**config.mk**
```make
export PLATFORM = sky130hd
export DESIGN_NAME = cmp_pair_sequencer
export DESIGN_NICKNAME = d
export VERILOG_FILES = /design/src/rtl/cmp_pair_sequencer.sv
export SDC_FILE = /design/constraint.sdc
export NUM_CORES = 1
export LEC_CHECK = 0
export CELL_PAD_IN_SITES_DETAIL_PLACEMENT = 2
export CELL_PAD_IN_SITES_GLOBAL_PLACEMENT = 2
export CORE_MARGIN = 8
export CORE_UTILIZATION = 24
export DETAILED_ROUTE_END_ITERATION = 8
export PLACE_DENSITY_LB_ADDON = 0.1
export SYNTH_ARGS = -nofsm -noshare
export SYNTH_HDL_FRONTEND = slang
export SYNTH_SLANG_ARGS = --single-unit
```
**constraint.sdc**
```tcl
create_clock -name clk -period 8.6 [get_ports clk]
set_clock_uncertainty 0.15 [all_clocks]
set_input_delay 0.86 -clock clk [delete_from_list [all_inputs] [get_ports clk]]
set_output_delay 0.86 -clock clk [all_outputs]
set_load 0.03 [all_outputs]
```
**src/rtl/cmp_pair_sequencer.sv**
```systemverilog
// Drives operand pairs from a small FIFO onto an external combinational comparator,
// samples its flags after a programmable settle time, checks them and keeps statistics.
module cmp_pair_sequencer #(
  parameter int N      = 32,
  parameter int DEPTH  = 4,
  parameter int SETTLE = 2,
  parameter int CW     = 16
) (
  input  logic          clk,
  input  logic          rst_n,
  input  logic          in_valid,
  output logic          in_ready,
  input  logic [N-1:0]  in_a,
  input  logic [N-1:0]  in_b,
  output logic [N-1:0]  cmp_a,
  output logic [N-1:0]  cmp_b,
  input  logic          cmp_lesser,
  input  logic          cmp_greater,
  input  logic          cmp_equal,
  output logic          res_valid,
  input  logic          res_ready,
  output logic [2:0]    res_flags,
  output logic          res_error,
  output logic [N-1:0]  res_a,
  output logic [N-1:0]  res_b,
  output logic [CW-1:0] cnt_lesser,
  output logic [CW-1:0] cnt_greater,
  output logic [CW-1:0] cnt_equal,
  output logic [CW-1:0] cnt_error,
  input  logic          clear,
  output logic          busy
);

  localparam int AW = $clog2(DEPTH);
  localparam int SW = (SETTLE > 1) ? $clog2(SETTLE) : 1;
  localparam logic [AW:0]    FULL       = (AW + 1)'(DEPTH);
  localparam logic [SW-1:0]  SETTLE_LD  = SW'(SETTLE - 1);
  localparam logic [CW-1:0]  CNT_MAX    = '1;

  typedef enum logic [1:0] {S_IDLE, S_SETTLE, S_PRESENT} state_t;

  state_t         state, state_next;
  logic [N-1:0]   mem_a [DEPTH];
  logic [N-1:0]   mem_b [DEPTH];
  logic [AW-1:0]  wr_ptr, rd_ptr;
  logic [AW:0]    count;
  logic [SW-1:0]  settle_cnt;
  logic           push, pop, sample;
  logic [2:0]     flags, exp_flags;
  logic           mismatch;

  function automatic logic [CW-1:0] sat_inc(input logic [CW-1:0] v);
    return (v == CNT_MAX) ? v : v + 1'b1;
  endfunction

  assign in_ready  = (count != FULL);
  assign push      = in_valid && in_ready;
  assign res_valid = (state == S_PRESENT);
  assign busy      = (state != S_IDLE) || (count != '0);

  assign flags     = {cmp_lesser, cmp_greater, cmp_equal};
  assign exp_flags = (cmp_a < cmp_b) ? 3'b100 : (cmp_a > cmp_b) ? 3'b010 : 3'b001;
  assign mismatch  = (flags != exp_flags);

  // NOTE: storage arrays carry no reset; validity is tracked by the reset pointers/count.
  always_ff @(posedge clk) begin
    if (push) begin
      mem_a[wr_ptr] <= in_a;
      mem_b[wr_ptr] <= in_b;
    end
  end

  // NOTE: all clocked state uses non-blocking assignments so every register sees pre-edge values.
  always_ff @(posedge clk or negedge rst_n) begin
    if (!rst_n) begin
      wr_ptr <= '0;
      rd_ptr <= '0;
      count  <= '0;
    end else begin
      if (push) wr_ptr <= wr_ptr + 1'b1;
      if (pop)  rd_ptr <= rd_ptr + 1'b1;
      case ({push, pop})
        2'b10:   count <= count + 1'b1;
        2'b01:   count <= count - 1'b1;
        default: ;
      endcase
    end
  end

  always_ff @(posedge clk or negedge rst_n) begin
    if (!rst_n) state <= S_IDLE;
    else        state <= state_next;
  end

  // NOTE: every combinational output gets a default first so no path infers a latch.
  always_comb begin
    state_next = state;
    pop        = 1'b0;
    sample     = 1'b0;
    case (state)
      S_IDLE: begin
        if (count != '0) begin
          pop        = 1'b1;
          state_next = S_SETTLE;
        end
      end
      S_SETTLE: begin
        if (settle_cnt == '0) begin
          sample     = 1'b1;
          state_next = S_PRESENT;
        end
      end
      S_PRESENT: begin
        if (res_ready) state_next = S_IDLE;
      end
      default: state_next = S_IDLE;
    endcase
  end

  always_ff @(posedge clk or negedge rst_n) begin
    if (!rst_n) begin
      cmp_a      <= '0;
      cmp_b      <= '0;
      settle_cnt <= '0;
      res_flags  <= '0;
      res_error  <= 1'b0;
      res_a      <= '0;
      res_b      <= '0;
    end else begin
      if (pop) begin
        cmp_a      <= mem_a[rd_ptr];
        cmp_b      <= mem_b[rd_ptr];
        settle_cnt <= SETTLE_LD;
      end else if (state == S_SETTLE && settle_cnt != '0) begin
        settle_cnt <= settle_cnt - 1'b1;
      end
      if (sample) begin
        res_flags <= flags;
        res_error <= mismatch;
        res_a     <= cmp_a;
        res_b     <= cmp_b;
      end
    end
  end

  // Statistics follow the expected outcome; a coincident clear discards the sample.
  always_ff @(posedge clk or negedge rst_n) begin
    if (!rst_n) begin
      cnt_lesser  <= '0;
      cnt_greater <= '0;
      cnt_equal   <= '0;
      cnt_error   <= '0;
    end else if (clear) begin
      cnt_lesser  <= '0;
      cnt_greater <= '0;
      cnt_equal   <= '0;
      cnt_error   <= '0;
    end else if (sample) begin
      if (exp_flags[2]) cnt_lesser  <= sat_inc(cnt_lesser);
      if (exp_flags[1]) cnt_greater <= sat_inc(cnt_greater);
      if (exp_flags[0]) cnt_equal   <= sat_inc(cnt_equal);
      if (mismatch)     cnt_error   <= sat_inc(cnt_error);
    end
  end

endmodule

```
==> qor_table.md, run 1 <==
| Group | Quantity | Value |
|:---|:---|:---|
| power | Power density over cell area | 367.9 nW/um^2 |
| drt | Count of vias placed by the detailed router | 12550 |
| worst setup path | Critical path's largest stage delay | 0.56 ns |
| sta | RSZ-0062 raised after global routing | false |
| sta | Period minus WS final | 3.511 ns |
| logic synthesis | Synthesized netlist net count | 1518 |
| logic synthesis | Cell taking the most area after synthesis | edfxtp_1 |
| global route | Pin count of the biggest net entering global routing | 129 |
| global route | First-pass GRT wire length | 99.25 mm |
| sta | Transition time at the pin with the least slew margin | 1.010 ns |
| clocking | Total clock buffers created by CTS | 56 |
| sta | Fin crit share | 40.82% |
| worst setup path | Buffers & Inverters on Critical Path | 1 |
| drt | Number of violations reported at the end of detailed-routing iteration 0 | 462 |
| sta | Worst-case headroom to the max-slew limit | 32.67% |
| worst setup path | Crit Path Max Fanout | 23 |
| logic synthesis | Proportion of register bits with asynchronous set or reset after synthesis | 44.59% |
| flow run | Number of maximum-capacitance violations | 0 |
| sta | Number of failing setup endpoints in the final timing report | 0 |
| clocking | Latest clock arrival within the worst-skew pair | 0.61 ns |
| clocking | H-tree depth | 2 |
| place | Global placer's final weighted congestion | 0.7346 |
| worst setup path | Required @ worst endpoint | 8.94 ns |
| worst setup path | Slowest cell on the critical path | a2bb2oi_1 |
| clocking | Bufs on Longest Clock Path | 3 |
| drt | Number of antenna-violating nets in the routed design | 0 |
| finish | Final design utilization | 31.47% |
| logic synthesis | Post-synthesis compound-gate area fraction | 5.310% |
| status | Status | finished clean |
| logic synthesis | Yosys cell types | 64 |
| worst setup path | Cells along the critical path | inv_1 > ha_1 > a21oi_1 > o21a_1 > a2bb2oi_1 > and3_4 > nand3_2 > nor4_1 > mux2_1 |
| floorplan | Die width | 298.0 um |
| logic synthesis | Mux share of post-synthesis cell area | 8.948% |
| logic synthesis | Top cells by area in the synthesized netlist | edfxtp_1 40%, dfrtp_1 27%, mux4_2 7.6%, nand2_1 5.9%, ha_1 2.7% |
| sta | Maximum clock frequency | 284.8 MHz |
| worst setup path | CP Data Arrival Time | 3.85 ns |
| place | PortBufs | 270 |
| worst setup path | Cell type group with the largest total delay on the critical path | simple AND/OR/NAND/NOR gates |
| logic synthesis | Most common library cells after synthesis | 301 x nand2_1, 256 x edfxtp_1, 206 x dfrtp_1 |
| finish | Ratio of cells with drive above 1 in the final layout | 10.94% |
| logic synthesis | Area share of the largest cell type after synthesis | 40.28% |
| finish | Fillers | 8303 |
| logic synthesis | Syn Inst Count | 1404 |
| worst hold path | Class of the most critical hold timing path | primary input to asynchronous set/reset pin |
| worst setup path | Kind of start point of the critical path | register |
| logic synthesis | Synthesized-area fraction occupied by xor and xnor cells | 0.5965% |
| logic synthesis | Total of flip-flops plus latches after synthesis | 462 |
| logic synthesis | Netlist area before placement | 19090 um^2 |
| logic synthesis | Most used DFF post-synth | edfxtp_1 |
| logic synthesis | Post-Synth Adder-Cell Area | 2.793% |
| worst setup path | Sort of element at the end of the critical path | register |
| floorplan | Number of core rows | 103 |
| sta | Post-route setup TNS | 0 ns |
| logic synthesis | Portion of the post-synthesis area used by sequential elements | 67.28% |
| floorplan | Area of the die | 88810 um^2 |
| clocking | Number of hold buffers added after CTS | 0 |
| drt | Routed WL per cell | 23.98 um |
| finish | Nets@finish | 1796 |
| floorplan | Number of primary I/O pins | 271 |
| drt | Wire length after detailed routing | 66.67 mm |
| power | Leak Pwr | 9.392 nW |
| floorplan | Die span in y | 298.0 um |
| drt | Drt first pass iters | 5 |
| global route | GR Overflow Total | 0 |
| drt | Number of vias per cell after detailed routing | 4.514 |
| global route | Antenna violations before repair | 3 |
| floorplan | Starting density of the core | 24.20% |
| logic synthesis | Yosys warnings | 0 |
| sta | Fin. max-slew vios | 0 |
| clocking | CTS tree | yes |
| worst setup path | Kind of critical path | register to register |
| logic synthesis | Top-count cell post-synth | nand2_1 |
| global route | Tot GR Track Use | 14.83% |
| logic synthesis | Number of synthesized flops with an enable pin | 256 |
| finish | Layout Area Growth over Synthesis | 30.06% |
| place | Detailed Place HPWL | 44.49 mm |
| sta | Final number of hold-violating endpoints | 0 |
| floorplan | Core area | 78870 um^2 |
| clocking | TritonCTS sink count | 462 |
| logic synthesis | Dominant combinational cell family by area after synthesis | simple AND/OR/NAND/NOR gates |
| logic synthesis | Simple-gate portion of the synthesized area | 12.67% |
| clocking | # resized after CTS | 0 |
| power | Worst voltage drop across the vdd grid | 0.1516 mV |
| clocking | Cell at the root of the clock tree | clkbuf_16 |
| drt | Number of DRC violations after detailed routing | 0 |
| global route | Number of global-route vias before repair | 14100 |
| logic synthesis | Post-synthesis average cell area | 13.59 um^2 |
| clocking | Clock-pin slew reported for the worst setup and hold paths after clock tree synthesis | 0.06 ns |
| clocking | Number of post-CTS setup repair buffers | 0 |
cell families (layout without fill, tap and decap cells):
kind of cell,after synthesis,in the layout
AO/OA/AOI/OAI,171,171
buffers and inverters,116,439
AND/OR/NAND/NOR,512,512
flip-flops,462,462
multiplexers,88,88
other,0,3
adder cells (fa/ha/maj),42,42
XOR/XNOR,13,13
sequential cells by signal, summed over array words and instances, names as in the netlist:
signal and count:
cnt_error 16, cmp_b 32, res_b 32, count 3, res_error 1, res_a 32
rd_ptr 2, res_flags 3, cnt_lesser 16, cnt_greater 16, wr_ptr 2, mem_a 128
mem_b 128, cnt_equal 16, state 2, cmp_a 32, settle_cnt 1
path summary, 6_finish.rpt:
path	startpoint	endpoint	slack [ns]	depth (start not counted)
hold reg to reg	res_a[20]$_DFFE_PN0P_	res_a[20]$_DFFE_PN0P_	0.33	2
setup / recovery	cmp_b[27]$_DFFE_PN0P_	cnt_lesser[11]$_DFFE_PN0P_	5.09	9
hold / removal	rst_n	cnt_error[6]$_DFFE_PN0P_	0.09	1
max in group asynchronous	rst_n	rd_ptr[0]$_DFFE_PN0P_	6.83	2
setup reg to reg	cmp_b[27]$_DFFE_PN0P_	cnt_lesser[11]$_DFFE_PN0P_	5.09	9
min in group clk	res_a[20]$_DFFE_PN0P_	res_a[20]$_DFFE_PN0P_	0.33	2
area by class of cell:
| class | count | area, um^2 | area share, % |
|---|---|---|---|
| multi-input cells | 826 | 5829 | 23.48 |
| repair buffers | 286 | 2835 | 11.42 |
| clock inverters | 18 | 198.9 | 0.8014 |
| well taps | 1050 | 1314 | 5.292 |
| inverters | 50 | 188.9 | 0.7611 |
| flip-flops and latches | 462 | 12850 | 51.76 |
| clock buffers | 85 | 1600 | 6.447 |
| diodes | 3 | 7.507 | 0.03024 |
placed cells by master, fill, tap and decap left out, drive strengths merged, types with 41 or more instances in the layout:
cell           count
a21oi             44
clkbuf            85
clkdlybuf4s50    268
dfrtp            206
edfxtp           256
ha                41
inv               50
mux4              64
nand2            301
nor2              42
o21ai             82
report_power, final:
part	leakage, nW	switching, mW	internal [mW]
clock network	0.881	0.964	1.37
registers	5.01	0.418	2.94
logic	3.50	2.19	1.25
through the flow:
step           area (um^2)  hold slack [ns]  power [mW]  instances  setup slack (ns)
3_3_place_gp         23020           0.3072       6.946       2674             5.076
3_5_place_dp         23020           0.3164       7.016       2674             4.997
6_report             24820          0.08892       9.133       2780             5.089
4_1_cts              24820           0.1123       9.432       2777             4.965
2_1_floorplan        19090           0.3143       5.304       1404             5.606
5_1_grt              24820           0.1194       9.774       2778             4.808
per-layer routing:
layer  GRT usage (%)  wire length, um  vias to the layer above
li1                -                -                     5681
met1           17.59            27570                     6542
met2           25.44            32780                      247
met3           5.352             4917                       76
met4           3.650             1371                        4
met5               0               27                        -
Note: power is estimated with default switching activity, not from simulation.
==> run 2, diff against run 1 <==
==> constraint.sdc (replaced) <==
create_clock -name clk -period 3.6 [get_ports clk]
set_clock_uncertainty 0.15 [all_clocks]
set_input_delay 0.36 -clock clk [delete_from_list [all_inputs] [get_ports clk]]
set_output_delay 0.36 -clock clk [all_outputs]
set_load 0.03 [all_outputs]
==> qor_table.md, run 2 (synthesized netlist as in run 1, its figures left out) <==
| Group | Quantity | Value |
|:---|:---|:---|
| status | Status | finished clean |
| finish | Most common cell after layout, fill and taps aside | nand2_1 |
| worst setup path | Cell with the most instances on the worst path | inv_1 |
| worst setup path | Worst-case reg-to-reg path depth | 10 |
| worst setup path | Critical R2R Launch | cmp_b[12]$_DFFE_PN0P_ |
| place | Global placer's final weighted congestion | 0.7204 |
| finish | Ratio of cells with drive above 1 in the final layout | 13.07% |
| worst setup path | Critical path's largest stage delay | 0.56 ns |
| worst setup path | Slowest cell on the critical path | a221oi_1 |
| clocking | TritonCTS sink count | 462 |
| worst setup path | Reg2Reg Capture Point | cnt_lesser[5]$_DFFE_PN0P_ |
| drt | Number of violations reported at the end of detailed-routing iteration 0 | 502 |
| global route | Tot GR Track Use | 15.10% |
| clocking | Bufs on Longest Clock Path | 3 |
| clocking | Latest clock arrival within the worst-skew pair | 0.62 ns |
| sta | Final number of hold-violating endpoints | 0 |
| floorplan | Number of primary I/O pins | 271 |
| global route | Number of global-route vias before repair | 14540 |
| finish | Layout Area Growth over Synthesis | 32.45% |
| sta | RSZ-0062 raised after global routing | false |
| global route | Antenna violations before repair | 3 |
| drt | Number of antenna-violating nets in the routed design | 0 |
| worst setup path | Cells along the critical path | inv_1 > ha_1 > nand4_1 > inv_1 > a221oi_1 > nand2b_1 > nand3_2 > buf_4 > nor4_1 > mux2_1 |
| drt | Count of vias placed by the detailed router | 12750 |
| clocking | # resized after CTS | 0 |
| power | Power share of the combinational group | 39.1% |
| clocking | Number of hold buffers added after CTS | 1 |
| global route | Pin count of the biggest net entering global routing | 98 |
| sta | Maximum clock frequency | 303.2 MHz |
| sta | Smallest hold slack | 0.1344 ns |
| sta | Transition time at the pin with the least slew margin | 0.8485 ns |
| global route | GR Overflow Total | 0 |
| finish | Largest registers | mem_a: 128 flops, mem_b: 128 flops |
| sta | Number of failing setup endpoints in the final timing report | 0 |
| worst setup path | Buffers & Inverters on Critical Path | 3 |
| worst setup path | FF-to-FF setup slack | 0.30 ns |
| place | Detailed Place HPWL | 46.73 mm |
| clocking | Cell at the root of the clock tree | clkbuf_16 |
| worst setup path | Crit Path Max Fanout | 23 |
| power | Relative contribution of sequential cells to total power | 35.5% |
| drt | Drt first pass iters | 4 |
| sta | Worst-case headroom to the max-slew limit | 43.43% |
| sta | Period minus WS final | 3.299 ns |
| worst setup path | Cell type group with the largest total delay on the critical path | simple AND/OR/NAND/NOR gates |
| drt | Routed WL per cell | 24.04 um |
| global route | First-pass GRT wire length | 101.3 mm |
| sta | Fin crit share | 91.63% |
| worst setup path | Kind of start point of the critical path | register |
| floorplan | Core area | 78870 um^2 |
| floorplan | Area of the die | 88810 um^2 |
| finish | Fillers | 8271 |
| finish | Filler-free cell count of the finished design | 2817 |
| worst setup path | Crit path to | cnt_lesser[5]$_DFFE_PN0P_ |
| worst setup path | Count of cell instances traversed by the critical path | 10 |
| floorplan | Starting density of the core | 24.20% |
| power | Worst voltage drop across the vdd grid | 0.4024 mV |
| worst setup path | Required @ worst endpoint | 3.94 ns |
| power | Switching Share | 38.85% |
| finish | Number of antenna diodes | 0 |
| power | Share of power burned in the clock network | 25.4% |
| worst setup path | Crit. Startpoint | cmp_b[12]$_DFFE_PN0P_ |
| power | Power density over cell area | 882.0 nW/um^2 |
| drt | Number of DRC violations after detailed routing | 0 |
| clocking | Number of post-CTS setup repair buffers | 0 |
| power | Net switching component of the power | 8.663 mW |
| clocking | CTS tree | yes |
| floorplan | Die span in y | 298.0 um |
| power | Leak Pwr | 9.629 nW |
| power | Internal Power | 13.63 mW |
| drt | Wire length after detailed routing | 67.72 mm |
| clocking | Clock-pin slew reported for the worst setup and hold paths after clock tree synthesis | 0.06 ns |
| clocking | H-tree depth | 2 |
| clocking | Total clock buffers created by CTS | 55 |
| sta | Fin. max-slew vios | 0 |
| place | DP Cell Count | 2713 |
| worst setup path | Kind of critical path | register to register |
| worst setup path | CP Data Arrival Time | 3.64 ns |
| place | PortBufs | 270 |
| worst hold path | Class of the most critical hold timing path | primary input to asynchronous set/reset pin |
| floorplan | Die width | 298.0 um |
| place | Minimum setup slack after placement | 0.3360 ns |
| worst setup path | Sort of element at the end of the critical path | register |
| drt | Number of vias per cell after detailed routing | 4.525 |
| finish | Top library cells by usage in the layout, fill and taps aside | 301 x nand2_1, 268 x clkdlybuf4s50_1, 256 x edfxtp_1 |
| finish | Nets@finish | 1835 |
| flow run | Number of maximum-capacitance violations | 0 |
| sta | Post-route setup TNS | 0 ns |
| floorplan | Number of core rows | 103 |
| sta | Final worst setup slack | 0.3013 ns |
[run 2: cell count changes in the layout (fill, tap and decap cells not counted), sizes merged, moves of 3 or more]
cell / before / now
clkinvlp: 0 / 3
diode: 3 / 0
clkinv: 15 / 18
bufinv: 3 / 6
clkbuf: 85 / 77
buf: 18 / 57
[run 2: cell type report]
| cell class | count | area [um^2] | area share (%) |
|---|---|---|---|
| multi-input combinational | 826 | 5829 | 23.06 |
| inverter | 50 | 188.9 | 0.7473 |
| clock inverter | 26 | 334.1 | 1.321 |
| tap | 1050 | 1314 | 5.197 |
| clock buffer | 77 | 1489 | 5.890 |
| sequential | 462 | 12850 | 50.83 |
| timing repair buffer | 326 | 3276 | 12.96 |
[run 2: routing by layer]
layer / track usage, % / share of wire, %
met5: 0 / 0.040
met4: 2.833 / 1.5
met3: 3.648 / 5.0
met2: 27.44 / 51
met1: 18.10 / 42
[run 2: stage by stage]
step	utilization (%)	power [mW]	area, um^2
6_report	32.05	22.30	25280
5_1_grt	32.05	23.76	25280
4_1_cts	32.05	22.98	25280
3_5_place_dp	29.73	17.13	23450
3_3_place_gp	29.73	16.95	23450
2_1_floorplan	-	12.67	19090
[run 2: worst min-delay path by stage]
stage | cells past startpoint | slack (ns) | endpoint
floorplan | 0 | -0.09 | cmp_a[0]$_DFFE_PN0P_
global placement | 1 | 0.18 | cnt_error[5]$_DFFE_PN0P_
detailed placement | 1 | 0.19 | cnt_error[5]$_DFFE_PN0P_
CTS | 2 | 0.12 | res_a[27]$_DFFE_PN0P_
global route | 2 | 0.16 | cnt_error[5]$_DFFE_PN0P_
finish | 2 | 0.13 | cnt_error[5]$_DFFE_PN0P_
[run 2: worst reg2reg max path, delay by kind of cell (launching register included)]
| family | cells | cell delay, ns |
|---|---|---|
| AND/OR/NAND/NOR | 4 | 0.99 |
| AO/OA/AOI/OAI | 1 | 0.57 |
| buffers and inverters | 3 | 0.45 |
| flip-flops | 1 | 0.38 |
| multiplexers | 1 | 0.36 |
| adder cells (fa/ha/maj) | 1 | 0.26 |
[run 2: power groups by stage]
stage          combinational [mW]  clock, mW  sequential [mW]
3_5_place_dp                 9.05          0             8.08
3_3_place_gp                 8.95          0             7.99
6_report                     8.72       5.67             7.91
5_1_grt                      9.60       6.06             8.10
2_1_floorplan                3.65          0             9.02
4_1_cts                      9.10       5.88             7.99
